## config.mk

```make
export PLATFORM = sky130hd
export DESIGN_NAME = mem_bus_arb_flat
export DESIGN_NICKNAME = d
export VERILOG_FILES = /design/src/rtl/mem_bus_arb_pkg.sv /design/src/rtl/mem_bus_arb_if.sv /design/src/rtl/mem_bus_arb_wdt.sv /design/src/rtl/mem_bus_arb.sv /design/src/flat_wrapper.sv
export SDC_FILE = /design/constraint.sdc
export NUM_CORES = 1
export LEC_CHECK = 0
export CAP_MARGIN = 20
export CELL_PAD_IN_SITES_DETAIL_PLACEMENT = 1
export CELL_PAD_IN_SITES_GLOBAL_PLACEMENT = 1
export CORE_ASPECT_RATIO = 0.6
export CORE_MARGIN = 2
export CORE_UTILIZATION = 30
export CTS_BUF_LIST = sky130_fd_sc_hd__clkbuf_16
export DETAILED_ROUTE_END_ITERATION = 10
export GPL_TIMING_DRIVEN = 0
export PLACE_DENSITY = 0.84
export SLEW_MARGIN = 20
export SYNTH_ARGS = -nofsm -noshare
export SYNTH_HDL_FRONTEND = slang
export SYNTH_HIERARCHICAL = 1
export SYNTH_SLANG_ARGS = --single-unit
```

## constraint.sdc

```tcl
create_clock -name clk -period 2.2 [get_ports clk]
set_input_delay 0.22 -clock clk [delete_from_list [all_inputs] [get_ports clk]]
set_output_delay 0.22 -clock clk [all_outputs]
set_load 0.05 [all_outputs]
```

## src/rtl/mem_bus_arb_pkg.sv

```systemverilog
// Shared types and constants for the IF/MEM memory bus arbiter.
package mem_bus_arb_pkg;

    localparam int unsigned AW_DEF      = 32;
    localparam int unsigned DW_DEF      = 32;
    localparam int unsigned TIMEOUT_DEF = 255;
    localparam logic        RST_ACTIVE  = 1'b0;

    typedef enum logic [1:0] {
        ST_IDLE = 2'd0,
        ST_BUS  = 2'd1,
        ST_RESP = 2'd2
    } state_e;

    typedef enum logic {
        GNT_IF  = 1'b0,
        GNT_MEM = 1'b1
    } gnt_e;

    // Round-robin pick: on a tie the requester not served last wins.
    function automatic gnt_e pick_grant(input logic if_req, input logic mem_req,
                                        input gnt_e last);
        gnt_e win;
        win = GNT_IF;
        if (if_req && mem_req) begin
            win = (last == GNT_IF) ? GNT_MEM : GNT_IF;
        end else if (mem_req) begin
            win = GNT_MEM;
        end
        return win;
    endfunction

endpackage

```

## src/rtl/mem_bus_arb_if.sv

```systemverilog
// Requester and memory-bus signal bundle; master is the arbiter's view.
interface mem_bus_arb_if #(
    parameter int unsigned AW = 32,
    parameter int unsigned DW = 32
);
    logic            if_req;
    logic [AW-1:0]   if_addr;
    logic            if_ack;
    logic            if_err;
    logic [DW-1:0]   if_rdata;

    logic            mem_req;
    logic            mem_we;
    logic [DW/8-1:0] mem_sel;
    logic [AW-1:0]   mem_addr;
    logic [DW-1:0]   mem_wdata;
    logic            mem_ack;
    logic            mem_err;
    logic [DW-1:0]   mem_rdata;

    logic            bus_req;
    logic            bus_we;
    logic [DW/8-1:0] bus_sel;
    logic [AW-1:0]   bus_addr;
    logic [DW-1:0]   bus_wdata;
    logic            bus_ack;
    logic [DW-1:0]   bus_rdata;

    logic            stallreq_if;
    logic            stallreq_mem;

    modport master (
        input  if_req, if_addr,
        input  mem_req, mem_we, mem_sel, mem_addr, mem_wdata,
        input  bus_ack, bus_rdata,
        output if_ack, if_err, if_rdata,
        output mem_ack, mem_err, mem_rdata,
        output bus_req, bus_we, bus_sel, bus_addr, bus_wdata,
        output stallreq_if, stallreq_mem
    );

    modport slave (
        output if_req, if_addr,
        output mem_req, mem_we, mem_sel, mem_addr, mem_wdata,
        output bus_ack, bus_rdata,
        input  if_ack, if_err, if_rdata,
        input  mem_ack, mem_err, mem_rdata,
        input  bus_req, bus_we, bus_sel, bus_addr, bus_wdata,
        input  stallreq_if, stallreq_mem
    );
endinterface

```

## src/rtl/mem_bus_arb_wdt.sv

```systemverilog
// Bus transaction watchdog: counts waited cycles, flags expiry at TIMEOUT.
module mem_bus_wdt
    import mem_bus_arb_pkg::*;
#(
    parameter int unsigned TIMEOUT = TIMEOUT_DEF,
    localparam int unsigned CW     = $clog2(TIMEOUT + 1)
) (
    input  logic clk,
    input  logic rst,
    input  logic clr,
    input  logic en,
    output logic expire
);
    localparam logic [CW-1:0] TC = CW'(TIMEOUT);

    logic [CW-1:0] cnt_q, cnt_d;

    // Saturates at the terminal count so a late enable cannot wrap.
    always_comb begin
        cnt_d = cnt_q;
        if (clr) begin
            cnt_d = '0;
        end else if (en && (cnt_q != TC)) begin
            cnt_d = cnt_q + CW'(1);
        end
    end

    always_ff @(posedge clk) begin
        if (rst == RST_ACTIVE) begin
            cnt_q <= '0;
        end else begin
            cnt_q <= cnt_d;
        end
    end

    assign expire = (cnt_q == TC);
endmodule

```

## src/rtl/mem_bus_arb.sv

```systemverilog
// Round-robin arbiter/sequencer for the shared IF/MEM memory bus.
//   state   | meaning
//   IDLE    | sample requests, grant and latch the winner's fields
//   BUS     | bus_req held, wait for bus_ack or watchdog expiry
//   RESP    | one-cycle ack/err pulse to the granted requester
module mem_bus_arb
    import mem_bus_arb_pkg::*;
#(
    parameter int unsigned AW      = AW_DEF,
    parameter int unsigned DW      = DW_DEF,
    parameter int unsigned TIMEOUT = TIMEOUT_DEF
) (
    input  logic          clk,
    input  logic          rst,
    mem_bus_arb_if.master bus_if
);
    state_e          state_q, state_d;
    gnt_e            gnt_q, gnt_d;
    gnt_e            last_q, last_d;
    logic            bus_req_q, bus_req_d;
    logic            bus_we_q, bus_we_d;
    logic [DW/8-1:0] bus_sel_q, bus_sel_d;
    logic [AW-1:0]   bus_addr_q, bus_addr_d;
    logic [DW-1:0]   bus_wdata_q, bus_wdata_d;
    logic            if_ack_q, if_ack_d;
    logic            if_err_q, if_err_d;
    logic [DW-1:0]   if_rdata_q, if_rdata_d;
    logic            mem_ack_q, mem_ack_d;
    logic            mem_err_q, mem_err_d;
    logic [DW-1:0]   mem_rdata_q, mem_rdata_d;

    logic            wdt_expire;
    gnt_e            win;
    logic [DW-1:0]   rd;

    mem_bus_wdt #(.TIMEOUT(TIMEOUT)) u_wdt (
        .clk    (clk),
        .rst    (rst),
        .clr    (state_q == ST_IDLE),
        .en     ((state_q == ST_BUS) && !bus_if.bus_ack),
        .expire (wdt_expire)
    );

    always_comb begin
        state_d     = state_q;
        gnt_d       = gnt_q;
        last_d      = last_q;
        bus_req_d   = bus_req_q;
        bus_we_d    = bus_we_q;
        bus_sel_d   = bus_sel_q;
        bus_addr_d  = bus_addr_q;
        bus_wdata_d = bus_wdata_q;
        if_ack_d    = 1'b0;
        if_err_d    = 1'b0;
        mem_ack_d   = 1'b0;
        mem_err_d   = 1'b0;
        if_rdata_d  = if_rdata_q;
        mem_rdata_d = mem_rdata_q;
        win         = pick_grant(bus_if.if_req, bus_if.mem_req, last_q);
        rd          = '0;

        case (state_q)
            ST_IDLE: begin
                if (bus_if.if_req || bus_if.mem_req) begin
                    gnt_d     = win;
                    last_d    = win;
                    bus_req_d = 1'b1;
                    state_d   = ST_BUS;
                    if (win == GNT_MEM) begin
                        bus_we_d    = bus_if.mem_we;
                        bus_sel_d   = bus_if.mem_sel;
                        bus_addr_d  = bus_if.mem_addr;
                        bus_wdata_d = bus_if.mem_wdata;
                    end else begin
                        bus_we_d    = 1'b0;
                        bus_sel_d   = '1;
                        bus_addr_d  = bus_if.if_addr;
                        bus_wdata_d = '0;
                    end
                end
            end
            // bus_ack is checked first so it wins over a same-cycle expiry.
            ST_BUS: begin
                if (bus_if.bus_ack || wdt_expire) begin
                    bus_req_d = 1'b0;
                    state_d   = ST_RESP;
                    if (bus_if.bus_ack && !bus_we_q) begin
                        rd = bus_if.bus_rdata;
                    end
                    if (gnt_q == GNT_MEM) begin
                        mem_rdata_d = rd;
                        mem_ack_d   = bus_if.bus_ack;
                        mem_err_d   = !bus_if.bus_ack;
                    end else begin
                        if_rdata_d  = rd;
                        if_ack_d    = bus_if.bus_ack;
                        if_err_d    = !bus_if.bus_ack;
                    end
                end
            end
            ST_RESP: begin
                state_d = ST_IDLE;
            end
            default: begin
                state_d   = ST_IDLE;
                bus_req_d = 1'b0;
            end
        endcase
    end

    always_ff @(posedge clk) begin
        if (rst == RST_ACTIVE) begin
            state_q     <= ST_IDLE;
            gnt_q       <= GNT_IF;
            last_q      <= GNT_IF;
            bus_req_q   <= 1'b0;
            bus_we_q    <= 1'b0;
            bus_sel_q   <= '0;
            bus_addr_q  <= '0;
            bus_wdata_q <= '0;
            if_ack_q    <= 1'b0;
            if_err_q    <= 1'b0;
            if_rdata_q  <= '0;
            mem_ack_q   <= 1'b0;
            mem_err_q   <= 1'b0;
            mem_rdata_q <= '0;
        end else begin
            state_q     <= state_d;
            gnt_q       <= gnt_d;
            last_q      <= last_d;
            bus_req_q   <= bus_req_d;
            bus_we_q    <= bus_we_d;
            bus_sel_q   <= bus_sel_d;
            bus_addr_q  <= bus_addr_d;
            bus_wdata_q <= bus_wdata_d;
            if_ack_q    <= if_ack_d;
            if_err_q    <= if_err_d;
            if_rdata_q  <= if_rdata_d;
            mem_ack_q   <= mem_ack_d;
            mem_err_q   <= mem_err_d;
            mem_rdata_q <= mem_rdata_d;
        end
    end

    assign bus_if.bus_req      = bus_req_q;
    assign bus_if.bus_we       = bus_we_q;
    assign bus_if.bus_sel      = bus_sel_q;
    assign bus_if.bus_addr     = bus_addr_q;
    assign bus_if.bus_wdata    = bus_wdata_q;
    assign bus_if.if_ack       = if_ack_q;
    assign bus_if.if_err       = if_err_q;
    assign bus_if.if_rdata     = if_rdata_q;
    assign bus_if.mem_ack      = mem_ack_q;
    assign bus_if.mem_err      = mem_err_q;
    assign bus_if.mem_rdata    = mem_rdata_q;
    // Combinational so the pipeline freezes in the cycle the request appears.
    assign bus_if.stallreq_if  = bus_if.if_req & ~if_ack_q;
    assign bus_if.stallreq_mem = bus_if.mem_req & ~mem_ack_q;
endmodule

```

## src/flat_wrapper.sv

```systemverilog
// flat-port wrapper written by rule: the top's interface ports become plain ports
module mem_bus_arb_flat import mem_bus_arb_pkg::*;
#(
    parameter int unsigned AW      = AW_DEF,
    parameter int unsigned DW      = DW_DEF,
    parameter int unsigned TIMEOUT = TIMEOUT_DEF
)
  (clk, rst, bus_if_if_req, bus_if_if_addr, bus_if_mem_req, bus_if_mem_we, bus_if_mem_sel, bus_if_mem_addr, bus_if_mem_wdata, bus_if_bus_ack, bus_if_bus_rdata, bus_if_if_ack, bus_if_if_err, bus_if_if_rdata, bus_if_mem_ack, bus_if_mem_err, bus_if_mem_rdata, bus_if_bus_req, bus_if_bus_we, bus_if_bus_sel, bus_if_bus_addr, bus_if_bus_wdata, bus_if_stallreq_if, bus_if_stallreq_mem);
  mem_bus_arb_if #(.AW(AW), .DW(DW)) bus_if_i ();
  input  logic clk;
  input  logic rst;
  input wire logic [$bits(bus_if_i.if_req)-1:0] bus_if_if_req;
  input wire logic [$bits(bus_if_i.if_addr)-1:0] bus_if_if_addr;
  input wire logic [$bits(bus_if_i.mem_req)-1:0] bus_if_mem_req;
  input wire logic [$bits(bus_if_i.mem_we)-1:0] bus_if_mem_we;
  input wire logic [$bits(bus_if_i.mem_sel)-1:0] bus_if_mem_sel;
  input wire logic [$bits(bus_if_i.mem_addr)-1:0] bus_if_mem_addr;
  input wire logic [$bits(bus_if_i.mem_wdata)-1:0] bus_if_mem_wdata;
  input wire logic [$bits(bus_if_i.bus_ack)-1:0] bus_if_bus_ack;
  input wire logic [$bits(bus_if_i.bus_rdata)-1:0] bus_if_bus_rdata;
  output wire logic [$bits(bus_if_i.if_ack)-1:0] bus_if_if_ack;
  output wire logic [$bits(bus_if_i.if_err)-1:0] bus_if_if_err;
  output wire logic [$bits(bus_if_i.if_rdata)-1:0] bus_if_if_rdata;
  output wire logic [$bits(bus_if_i.mem_ack)-1:0] bus_if_mem_ack;
  output wire logic [$bits(bus_if_i.mem_err)-1:0] bus_if_mem_err;
  output wire logic [$bits(bus_if_i.mem_rdata)-1:0] bus_if_mem_rdata;
  output wire logic [$bits(bus_if_i.bus_req)-1:0] bus_if_bus_req;
  output wire logic [$bits(bus_if_i.bus_we)-1:0] bus_if_bus_we;
  output wire logic [$bits(bus_if_i.bus_sel)-1:0] bus_if_bus_sel;
  output wire logic [$bits(bus_if_i.bus_addr)-1:0] bus_if_bus_addr;
  output wire logic [$bits(bus_if_i.bus_wdata)-1:0] bus_if_bus_wdata;
  output wire logic [$bits(bus_if_i.stallreq_if)-1:0] bus_if_stallreq_if;
  output wire logic [$bits(bus_if_i.stallreq_mem)-1:0] bus_if_stallreq_mem;
  assign bus_if_i.if_req = bus_if_if_req;
  assign bus_if_i.if_addr = bus_if_if_addr;
  assign bus_if_i.mem_req = bus_if_mem_req;
  assign bus_if_i.mem_we = bus_if_mem_we;
  assign bus_if_i.mem_sel = bus_if_mem_sel;
  assign bus_if_i.mem_addr = bus_if_mem_addr;
  assign bus_if_i.mem_wdata = bus_if_mem_wdata;
  assign bus_if_i.bus_ack = bus_if_bus_ack;
  assign bus_if_i.bus_rdata = bus_if_bus_rdata;
  assign bus_if_if_ack = bus_if_i.if_ack;
  assign bus_if_if_err = bus_if_i.if_err;
  assign bus_if_if_rdata = bus_if_i.if_rdata;
  assign bus_if_mem_ack = bus_if_i.mem_ack;
  assign bus_if_mem_err = bus_if_i.mem_err;
  assign bus_if_mem_rdata = bus_if_i.mem_rdata;
  assign bus_if_bus_req = bus_if_i.bus_req;
  assign bus_if_bus_we = bus_if_i.bus_we;
  assign bus_if_bus_sel = bus_if_i.bus_sel;
  assign bus_if_bus_addr = bus_if_i.bus_addr;
  assign bus_if_bus_wdata = bus_if_i.bus_wdata;
  assign bus_if_stallreq_if = bus_if_i.stallreq_if;
  assign bus_if_stallreq_mem = bus_if_i.stallreq_mem;
  mem_bus_arb #(.AW(AW), .DW(DW), .TIMEOUT(TIMEOUT)) u_core (.clk(clk), .rst(rst), .bus_if(bus_if_i));
endmodule
```

-- After elaboration in Yosys (flattened, before gate mapping)
Index checks and enable logic that the tools add are counted.
- bits in registers: 149
- bits of input ports: 138
- output and inout bits: 140
- logic and storage cells: 61
- $add $sub $neg: 1
- equality and inequality tests: 6
- muxes and demuxes: 14
- bitwise gates (word level): 9
- reductions and logical operators: 17
- operator list (operator ; count):
    $mux W32 ; 3
    $reduce_and A3 Y1 ; 3
    $add A8 B1 Y8 const B ; 1
    $eq A8 B8 Y1 const B ; 1
    $ne A8 B8 Y1 const B ; 1
    $not A1 Y1 ; 7
    $mux W1 ; 6
    $logic_and A1 B1 Y1 ; 4
    $mux W2 ; 2
    $mux W4 ; 1
    $pmux W2 S2 ; 1
    $reduce_and A2 Y1 ; 2
    $reduce_and A4 Y1 ; 1
    $reduce_or A4 Y1 ; 1
    $pmux W1 S3 ; 1
    $and A1 B1 Y1 ; 2
    $eq A2 B1 Y1 const B ; 1
    $eq A2 B2 Y1 const B ; 1
    $logic_not A1 Y1 ; 2
    $logic_not A2 Y1 ; 1
    $logic_or A1 B1 Y1 ; 2
    $ne A2 B1 Y1 const B ; 1
    $ne A2 B2 Y1 const B ; 1
    $reduce_or A2 Y1 ; 1

-- Longest topological paths before layout
Gate-level depths: netlist of run 1.
- depth in word-level cells: 4
- mapped depth: 8
- mapped depth without buffers: 6

-- By module
The synthesis of run 1 kept the hierarchy.
- by module, submodules not included (module ; times used ; cells an instance ; area each (um2) ; seq. area each (um2)):
    mem_bus_arb ; 1 ; 625 ; 5579.1 ; 2822.7
    mem_bus_wdt ; 1 ; 50 ; 422.9 ; 160.2

-- Worst setup path after synthesis of run 1
OpenSTA, ideal clock, no wires.
- path type: flip-flop to flip-flop
- from: reg u_core.u_wdt.cnt_q[0]
- to: reg u_core.mem_rdata_q[10], in the netlist u_core/bus_if.mem_rdata[10]
- library setup time: 0.120 ns
- data arrival time: 1.767 ns
- data required time: 2.080 ns
- slack: 0.313 ns
- cell stages (with the launch flop): 9
- period minus slack after synthesis: 1.887 ns
- cells stage by stage: dfxtp_1 -> ha_1 -> and3_1 -> and2_1 -> nor2_2 -> or3b_1 -> buf_6 -> buf_6 -> mux2i_1
- longest elaborated chain between the ends: 3
- RTL lines (element ; RTL line ; RTL):
    from (decl) ; mem_bus_arb_wdt.sv:16 ; logic [CW-1:0] cnt_q, cnt_d;
    from (signal assigned) ; mem_bus_arb_wdt.sv:32 ; cnt_q <= cnt_d;
    $eq A8 B8 Y1 ; mem_bus_arb_wdt.sv:36 ; assign expire = (cnt_q == TC);
    via u_core.wdt_expire ; mem_bus_arb.sv:32 ; logic wdt_expire;
    $logic_or A1 B1 Y1 ; mem_bus_arb.sv:84 ; if (bus_if.bus_ack || wdt_expire) begin
    $reduce_and A3 Y1 (no line) ; n/a ;
    to (signal assigned) ; mem_bus_arb.sv:141 ; mem_rdata_q <= mem_rdata_d;
    to (decl) ; mem_bus_arb.sv:30 ; logic [DW-1:0] mem_rdata_q, mem_rdata_d;
The timed path passes the listed nets, and every way through them passes these cells.
A chain may end at the register's enable or synchronous reset.

-- Final worst setup path of run 1
- from: in bus_if_mem_req
- to: out bus_if_stallreq_mem
- longest elaborated chain between the ends: 1
- RTL lines (element ; RTL line ; RTL):
    from (decl) ; flat_wrapper.sv:14 ; input wire logic [$bits(bus_if_i.mem_req)-1:0] bus_if_mem_req;
    $and A1 B1 Y1 ; mem_bus_arb.sv:158 ; assign bus_if.stallreq_mem = bus_if.mem_req & ~mem_ack_q;
    to (decl) ; flat_wrapper.sv:33 ; output wire logic [$bits(bus_if_i.stallreq_mem)-1:0] bus_if_stallreq_mem;
No other way between the ends.

==> results of run 1 <==
-- placed cells by master, fill, tap and decap left out, drive strengths merged, types with 33 or more instances in the layout --
cell,instances
clkdlybuf4s50,276
nand2,168
dfxtp,149
a21oi,72
mux2i,66
clkbuf,48
o21ai,37
buf,37
nand4,35
a311oi,33
-- logic make-up (layout without fill, tap and decap cells) --
logic type / count (synthesis) / in the layout / synth area share
compound gates: 155 / 155 / 0.160
fa+ha+maj: 1 / 1 / 0.00208
buf+inv: 67 / 381 / 0.0542
flops: 149 / 149 / 0.497
mux: 66 / 66 / 0.110
simple gates: 237 / 237 / 0.177
-- area by class of cell --
cell class / count / area share
buffer: 63 / 0.0319
clock buffer: 17 / 0.0436
clock inverter: 15 / 0.0161
inverter: 4 / 0.00154
multi-input combinational: 459 / 0.278
sequential: 149 / 0.306
tap: 273 / 0.0350
timing repair buffer: 282 / 0.288
-- through the flow --
| step | std cells | power, uW | instance area, sq um | hold WS [ns] | utilization |
|---|---|---|---|---|---|
| finish | 1262 | 7500 | 9760 | 0.375 | 0.493 |
| CTS | 1257 | 7580 | 9710 | 0.358 | 0.490 |
| detailed placement | 1225 | 4640 | 9120 | 0.452 | 0.460 |
| floorplan | 675 | 3910 | 6000 | 0.296 | - |
| global route | 1262 | 7800 | 9760 | 0.370 | 0.493 |
| global placement | 1225 | 4610 | 9120 | 0.443 | 0.460 |
-- worst register-to-register path, delay by kind of cell (launching register included) --
kind | cells | cell delay, ns
buffers and inverters | 3 | 0.49
DFF | 1 | 0.43
and+or+nand+nor | 5 | 1.04
-- worst max-delay path by stage --
stage | startpoint | end | slack, ns | cells past startpoint
after floorplan | u_core/u_wdt/cnt_q[0] | u_core/bus_if.mem_rdata[10] | 0.31 | 8
after global placement | bus_if_mem_req | bus_if_stallreq_mem | -0.36 | 5
after detailed placement | bus_if_mem_req | bus_if_stallreq_mem | -0.41 | 5
after CTS | u_core/u_wdt/cnt_q[0] | u_core/bus_if.if_rdata[26] | 0.01 | 7
after global routing | bus_if_mem_req | bus_if_stallreq_mem | 0.02 | 5
final | bus_if_mem_req | bus_if_stallreq_mem | 0.08 | 5
-- repair_timing --
action | in CTS | in global routing
setup endpoints to repair | 31 | 61
resized for setup | 3 | 6
hold buffers | 0 | 0
buffers inserted | 0 | 5
pin swaps | 0 | 1
hold endpoints to repair | 0 | 0
-- where the power goes --
part	internal, uW	switching (uW)
registers	2840	76.5
logic	647	1020
clock network	1610	1310
-- layer usage --
layer / global-route usage / share of wire / up-vias
met4: 0.0566 / 0.014 / 0
met3: 0.0757 / 0.079 / 22
met1: 0.291 / 0.48 / 2975
met2: 0.324 / 0.43 / 205
met5: 0 / 0 / -
li1: - / - / 2993
-- flip-flops by register name, indices dropped and copies added (netlist names) --
signal / cells
u_core/bus_if.bus_addr: 32
u_core/bus_if.bus_wdata: 32
u_core/bus_if.if_rdata: 32
u_core/bus_if.mem_rdata: 32
u_core/u_wdt/cnt_q: 8
u_core/bus_if.bus_sel: 4
u_core/state_q: 2
u_core/bus_if.bus_req: 1
u_core/bus_if.bus_we: 1
u_core/bus_if.if_ack: 1
u_core/bus_if.if_err: 1
u_core/bus_if.mem_ack: 1
u_core/bus_if.mem_err: 1
u_core/last_q: 1
==> results.toml, run 1 <==
[min_path]
holdPathStages = 3
hp-start = "bus_if_bus_rdata[18]"
min_to = "u_core/bus_if.mem_rdata[18]"
hp-class = "input pin to register"

[power]
powerDensity_nw_per_um2 = 769
peakVddDrop_uv = 555
leakage_uw = 0.00368

[cts]
cts-buffers-inserted = 17
cts_tree = "built"
clockRootBuffer = "clkbuf_16"
clk_pin_slew_ns = 0.08
clock_path_buffers = 2
clkLatencyLatePin_ns = 0.43
clock_sinks = 149
h-tree-depth = 4

[grt]
grt_start_max_net_pins = 17
grt_pass1_vias = 6315
overflow = 0
grt_util_all_layers = 0.215
grt_pass1_wl_mm = 35.7
antenna_found_initial = 0

[floorplan]
chipHeight_um = 114
die_area_sq_um = 21200
initial_core_util = 0.303
die_w_um = 187
rows = 40
core_sq_um = 19800
io_pins = 278

[sta]
worst_pin_slew_ns = 0.647
grt_setup_unrepaired = "no"
hold_violations = 0
maxClockFrequency_mhz = 471
post-route-period-util = 0.966
finClkSkew_ns = 0.0165
worst_slack_ns = 0.0754
slew_headroom = 0.569
finalCriticalPeriod_ns = 2.12
final_max_slew_viol_count = 0
fin_setup_tns_ns = 0
finalSetupViolCount = 0

[critical_path]
crit_chain = "clkdlybuf4s50_1, buf_2, buf_2, nor2b_1, dlygate4sd2_1"
crit_arrival_ns = 1.90
rrSetupSlack_ns = 0.14
crit_fanout = 10
crit_path_top_delay_cell = "dlygate4sd2_1"
crit_type = "input pin to output port"
critPathTopFamily = "buffers and inverters"
start_kind = "input pin"
cp_num_buf_inv = 4
crit_path_end_kind = "output port"
cp.required_ns = 1.98
r2r-start = "u_core/u_wdt/cnt_q[4]"
crit_top_cell = "buf_2"
crit_path_max_incr_delay_ns = 0.54
r2r_cells = 8
r2r_end = "u_core/bus_if.mem_ack"

[outcome]
status = "finished clean"

[placement]
post-dp-hpwl_mm = 17.4
port_buffers = 277
gp_congestion = 0.816
pre_cts_ws_ns = -0.415

[route]
vias = 6195
drt-pass1-iter-count = 5
wl_per_cell_um = 18.2
wirelength_mm = 23.0
drt_iter0_drc = 248
drc = 0
via_per_inst = 4.91
ant_nets = 0

[synth]
syn-num-nets = 814
yosys_warnings = 6
synthCells = 675
synthArstFlopShare = 0
synth_seq_cells = 149
synth_top_flop_cell = "dfxtp_1"
synth_edf_count = 0
synth_seq_area_share = 0.497
yosysTopAreaCell = "dfxtp_1"
syn_area_sq_um = 6000
yosysMostFrequentCell = "nand2_1"
ys_types = 44
yosys-top-cells-area = "dfxtp_1, mux2i_1, nand2_1"
syn_area_per_cell_sq_um = 8.89
synth_top_area_frac = 0.497
yosys-top-cells-count = "nand2_1, dfxtp_1, a21oi_1"

[final_layout]
multi_input_comb_area_sq_um = 2720
seq_area_sq_um = 2990
nets = 1115
area_delta_synth_final_pct = 62.6
fillers = 2296
drive_gt1_frac = 0.0870
diodes = 0

[run]
drv_cap = 0
Power figures use the tool's default switching activity.
==> inputs of run 2 (changes only) <==
--- a/config.mk
+++ b/config.mk
@@ -5,17 +5,18 @@
 export SDC_FILE = /design/constraint.sdc
 export NUM_CORES = 1
 export LEC_CHECK = 0
+export ABC_AREA = 1
 export CAP_MARGIN = 20
 export CELL_PAD_IN_SITES_DETAIL_PLACEMENT = 1
 export CELL_PAD_IN_SITES_GLOBAL_PLACEMENT = 1
 export CORE_ASPECT_RATIO = 0.6
 export CORE_MARGIN = 2
-export CORE_UTILIZATION = 30
+export CORE_UTILIZATION = 29
 export CTS_BUF_LIST = sky130_fd_sc_hd__clkbuf_16
 export DETAILED_ROUTE_END_ITERATION = 10
 export GPL_TIMING_DRIVEN = 0
-export PLACE_DENSITY = 0.84
-export SLEW_MARGIN = 20
+export PLACE_DENSITY = 0.83
+export SLEW_MARGIN = 30
 export SYNTH_ARGS = -nofsm -noshare
 export SYNTH_HDL_FRONTEND = slang
 export SYNTH_HIERARCHICAL = 1
==> run 2 against run 1 <==
Against the previous run: wire length increased by 14%; sequential share of layout area fell by 2.5 points; count of clock-buffer cells in the layout unchanged; via count rose by 20%; largest cell class unchanged; largest power group unchanged; highest routed layer unchanged.
==> results.toml, run 2 <==
[cts]
cts_tree = "built"
h-tree-depth = 4
clock_path_buffers = 2
cts-buffers-inserted = 17
cts_setup_buffers = 0
clk_pin_slew_ns = 0.06
clkLatencyLatePin_ns = 0.42
ctsHoldBuffers = 0
clock_sinks = 149
clockRootBuffer = "clkbuf_16"

[final_layout]
final_cells = 1655
nets = 1466
final_common_cell = "clkdlybuf4s50_1"
diodes = 0
layout_common_cells = "clkdlybuf4s50_1, nor2_1, nand2_1"
drive_gt1_frac = 0.0739
fillers = 2942
area_delta_synth_final_pct = 55.6

[floorplan]
chipHeight_um = 123
die_w_um = 202
io_pins = 278
rows = 43
initial_core_util = 0.295
core_sq_um = 23100
die_area_sq_um = 24800

[synth]
yosysMostFrequentCell = "nor2_1"
synth_top_area_frac = 0.438
synth_seq_cells = 149
syn_area_sq_um = 6820
synthArstFlopShare = 0
yosysTopAreaCell = "dfxtp_1"
synth_seq_area_share = 0.438
yosys_warnings = 6
yosys-top-cells-area = "dfxtp_1, nor2_1, nand2_1"
synth_edf_count = 0
ys_types = 27
synthCells = 1032
yosys-top-cells-count = "nor2_1, nand2_1, dfxtp_1"
synth_top_flop_cell = "dfxtp_1"
syn_area_per_cell_sq_um = 6.61
syn-num-nets = 1171

[sta]
worst_slack_ns = 0.0434
fin_setup_tns_ns = 0
finalSetupViolCount = 0
maxClockFrequency_mhz = 464
worst_pin_slew_ns = 0.641
hold_violations = 0
finClkSkew_ns = 0.00599
final_max_slew_viol_count = 0
finalCriticalPeriod_ns = 2.16
post-route-period-util = 0.980
slew_headroom = 0.572

[critical_path]
crit_arrival_ns = 1.94
r2r_cells = 12
crit_type = "input pin to output port"
cp.required_ns = 1.98
r2r-start = "u_core/u_wdt/cnt_q[1]"
crit_fanout = 4
rrSetupSlack_ns = 0.14
start_kind = "input pin"
crit_path_end_kind = "output port"
r2r_end = "u_core/bus_if.if_rdata[1]"

[route]
wl_per_cell_um = 15.8
drc = 0
wirelength_mm = 26.2
drt-pass1-iter-count = 5
vias = 7423
via_per_inst = 4.49
ant_nets = 0
drt_iter0_drc = 321

[run]
drv_cap = 0

[outcome]
status = "finished clean"

[min_path]
hp-class = "input pin to register"
hp-start = "bus_if_bus_ack"
holdPathStages = 3
min_to = "u_core/bus_if.mem_ack"

[placement]
post-dp-hpwl_mm = 20.3
pre_cts_ws_ns = -0.0409
place_inst = 1623
gp_congestion = 0.810
port_buffers = 276

[grt]
grt_pass1_wl_mm = 40.4
grt_util_all_layers = 0.210
overflow = 0
grt_start_max_net_pins = 17
antenna_found_initial = 1
grt_pass1_vias = 7620

[power]
powerDensity_nw_per_um2 = 754
leakage_uw = 0.00467
peakVddDrop_uv = 480
## run 2: cell types whose count changed in the layout (fill, tap and decap cells not counted), sizes merged, moves of 4 or more
cell | previous run | this run
and2 | 1 | 14
nor2 | 6 | 280
nand2 | 168 | 261
buf | 37 | 42
mux2i | 66 | 0
nand3 | 3 | 69
o221a | 4 | 0
inv | 12 | 111
a311oi | 33 | 0
clkbuf | 48 | 36
nand4 | 35 | 2
a21oi | 72 | 43
## run 2: cells by family (layout without fill, tap and decap cells)
| logic type | Yosys count | count (layout) | share of synthesized area |
|---|---|---|---|
| adders and majority gates | 1 | 1 | 0.00183 |
| AOI/OAI and AO/OA | 81 | 81 | 0.0600 |
| DFF | 149 | 149 | 0.438 |
| buffers and inverters | 172 | 479 | 0.117 |
| and+or+nand+nor | 629 | 630 | 0.384 |
## run 2: what timing repair did
action	CTS	global route
resized for setup	3	10
gates cloned	0	1
setup endpoints to repair	31	53
## run 2: stage by stage
step	utilization	hold slack (ns)	area, sq um	power (uW)
6_report	0.460	0.159	10600	8000
2_1_floorplan	-	0.355	6820	4240
3_5_place_dp	0.432	0.458	9970	5080
4_1_cts	0.458	0.127	10600	8080
5_1_grt	0.460	0.169	10600	8370
3_3_place_gp	0.432	0.453	9970	5050
## run 2: critical path, stage by stage
cell and delay, ns:
clkdlybuf4s50_1 0.66, inv_1 0.09, nor2_1 0.13, clkdlybuf4s50_1 0.83
## run 2: routing by layer
layer	routed length (um)	vias to the layer above	track usage
met4	293	0	0.0478
met2	11300	206	0.335
met5	0	-	0
li1	-	3718	-
met3	2300	16	0.0802
met1	12300	3483	0.271
## run 2: report_power, final
group	switching, uW	internal [uW]	total [uW]
sequential	94.6	2870	2970
combinational	1310	761	2070
clock	1190	1770	2960
total	2590	5400	8000
## run 2: worst max-delay path by stage
stage                                      from                          end  slack [ns]  cells past startpoint
after global placement    u_core/u_wdt/cnt_q[0]   u_core/bus_if.if_rdata[15]        0.04                     12
final                             bus_if_if_req           bus_if_stallreq_if        0.04                      4
after global routing      u_core/u_wdt/cnt_q[1]    u_core/bus_if.if_rdata[1]       -0.02                     12
after floorplan           u_core/u_wdt/cnt_q[0]   u_core/bus_if.if_rdata[19]        0.40                     13
after CTS                 u_core/u_wdt/cnt_q[0]  u_core/bus_if.mem_rdata[12]       -0.02                     13
after detailed placement  u_core/u_wdt/cnt_q[0]   u_core/bus_if.if_rdata[15]       -0.04                     12
## run 2: area by class of cell
type	instances	area (sq um)	area share
multi-input combinational	712	3060	0.289
sequential	149	2980	0.281
timing repair buffer	276	2760	0.260
clock buffer	17	425	0.0401
inverter	110	413	0.0389
buffer	61	404	0.0381
tap	315	394	0.0371
clock inverter	15	164	0.0154
==> inputs of run 3 (changes only) <==
--- a/config.mk
+++ b/config.mk
@@ -10,7 +10,7 @@
 export CELL_PAD_IN_SITES_DETAIL_PLACEMENT = 1
 export CELL_PAD_IN_SITES_GLOBAL_PLACEMENT = 1
 export CORE_ASPECT_RATIO = 0.6
-export CORE_MARGIN = 2
+export CORE_MARGIN = 1.5
 export CORE_UTILIZATION = 29
 export CTS_BUF_LIST = sky130_fd_sc_hd__clkbuf_16
 export DETAILED_ROUTE_END_ITERATION = 10
==> run 3 against run 2 <==
Against the previous run: critical path depth did not move; setup slack better by 0.13 ns; non-clock buffer count stayed put; count of clock-buffer cells in the layout is the same; critical endpoint is now bus_if_stallreq_mem; largest power group unchanged; die area down 1.3%; clock skew grew 0.0032 ns; final cell count unchanged; global-route usage grew 0.83 points; via count grew 1.1%.
==> results.toml, run 3 (synthesis gave the netlist of run 2 again) <==
[route]
ant_nets = 0
via_per_inst = 4.54
wirelength_mm = 26.5
drc = 0
drt-pass1-iter-count = 4
wl_per_cell_um = 16.0
vias = 7508
drt_iter0_drc = 278

[power]
internal_power_uw = 5390
switching_share = 0.323
peakVddDrop_uv = 520
clock_power_share = 0.366
seq_power_share = 0.373
leakage_uw = 0.00469
p_comb_frac = 0.261
powerDensity_nw_per_um2 = 751
p_switching_uw = 2570

[final_layout]
drive_gt1_frac = 0.0709
area_delta_synth_final_pct = 55.5
layout_common_cells = "clkdlybuf4s50_1, nor2_1, nand2_1"
final_common_cell = "clkdlybuf4s50_1"
utilization = 0.459
nets = 1466

[grt]
antenna_found_initial = 1
grt_util_all_layers = 0.219
grt_start_max_net_pins = 17
grt_pass1_wl_mm = 41.4
grt_pass1_vias = 7677
overflow = 0

[sta]
fin_setup_tns_ns = 0
finalSetupViolCount = 0
worst_pin_slew_ns = 0.648
grt_setup_unrepaired = "no"
post-route-period-util = 0.920
final_max_slew_viol_count = 0
maxClockFrequency_mhz = 494
slew_headroom = 0.568
hold_violations = 0
finClkSkew_ns = 0.00922
finalCriticalPeriod_ns = 2.02

[floorplan]
core_sq_um = 23100
initial_core_util = 0.295
io_pins = 278
die_area_sq_um = 24500
rows = 43
die_w_um = 201
chipHeight_um = 122

[critical_path]
crit_path_end_kind = "output port"
cp.required_ns = 1.98
crit_path_top_delay_cell = "clkdlybuf4s50_1"
crit_type = "input pin to output port"
crit_chain = "clkdlybuf4s50_1, inv_1, nor2_1, clkdlybuf4s50_1"
crit_top_cell = "clkdlybuf4s50_1"
crit_fanout = 4
crit_path_max_incr_delay_ns = 0.80
start_kind = "input pin"
crit_arrival_ns = 1.80

[run]
drv_cap = 0

[outcome]
status = "finished clean"

[cts]
clk_pin_slew_ns = 0.06
ctsHoldBuffers = 0
h-tree-depth = 4
clockRootBuffer = "clkbuf_16"
cts-buffers-inserted = 17
clock_sinks = 149
cts_setup_buffers = 0
clkLatencyLatePin_ns = 0.42
cts_tree = "built"
clock_path_buffers = 2

[placement]
port_buffers = 276
post-dp-hpwl_mm = 20.8
gp_congestion = 0.816

[min_path]
hp-class = "input pin to register"
-- run 3: worst paths after layout --
kind,startpoint,end,slack [ns],depth (start not counted)
min,bus_if_bus_ack,u_core/bus_if.mem_ack,0.19,3
min reg2reg,u_core/bus_if.bus_wdata[15],u_core/bus_if.bus_wdata[15],0.46,2
max reg2reg,u_core/u_wdt/cnt_q[0],u_core/bus_if.if_rdata[10],0.18,13
max,bus_if_mem_req,bus_if_stallreq_mem,0.18,4
-- run 3: power by group through the flow --
| stage | Clock, uW | Combinational [uW] | Sequential (uW) |
|---|---|---|---|
| 2_1_floorplan | 0 | 649 | 3600 |
| 3_3_place_gp | 0 | 2040 | 3020 |
| 3_5_place_dp | 0 | 2080 | 3030 |
| 4_1_cts | 2990 | 2090 | 2970 |
| 5_1_grt | 3100 | 2240 | 2990 |
| 6_report | 2910 | 2080 | 2970 |
-- run 3: metrics by stage --
stage / hold WS [ns] / setup WS (ns) / total power [uW] / area, sq um / cells
4_1_cts: 0.136 / 0.0101 / 8050 / 10600 / 1654
3_3_place_gp: 0.452 / 0.0417 / 5060 / 9970 / 1623
3_5_place_dp: 0.457 / -0.0162 / 5100 / 9970 / 1623
5_1_grt: 0.180 / 0.0296 / 8330 / 10600 / 1654
2_1_floorplan: 0.355 / 0.398 / 4240 / 6820 / 1032
6_report: 0.191 / 0.176 / 7960 / 10600 / 1655
-- run 3: per-layer routing --
metal  up-vias  wire length, um  share of wire  GRT usage
li1       3714                -              -          -
met1      3582            12600           0.47      0.289
met2       192            11700           0.44      0.344
met3        20             1910          0.072     0.0730
met4         0              278          0.010     0.0536
met5         -                0              0          0
-- run 3: critical path: cells and delay by family --
family	cells	cell delay, ns
simple gates	1	0.09
buf+inv	3	1.49
-- run 3: cell type report --
cell class / count / area, sq um
Multi-Input combinational cell: 712 / 3070
Timing Repair Buffer: 276 / 2760
Tap cell: 315 / 394
Fill cell: 2885 / 12500
Clock buffer: 17 / 425
Sequential cell: 149 / 2980
Inverter: 110 / 413
Antenna cell: 1 / 2.50
Buffer: 61 / 404
Clock inverter: 14 / 145
-- run 3: what timing repair did --
item / CTS / global route
endpoints found under the setup margin: 32 / 46
gates resized for setup: 6 / 8
gates cloned: 0 / 1
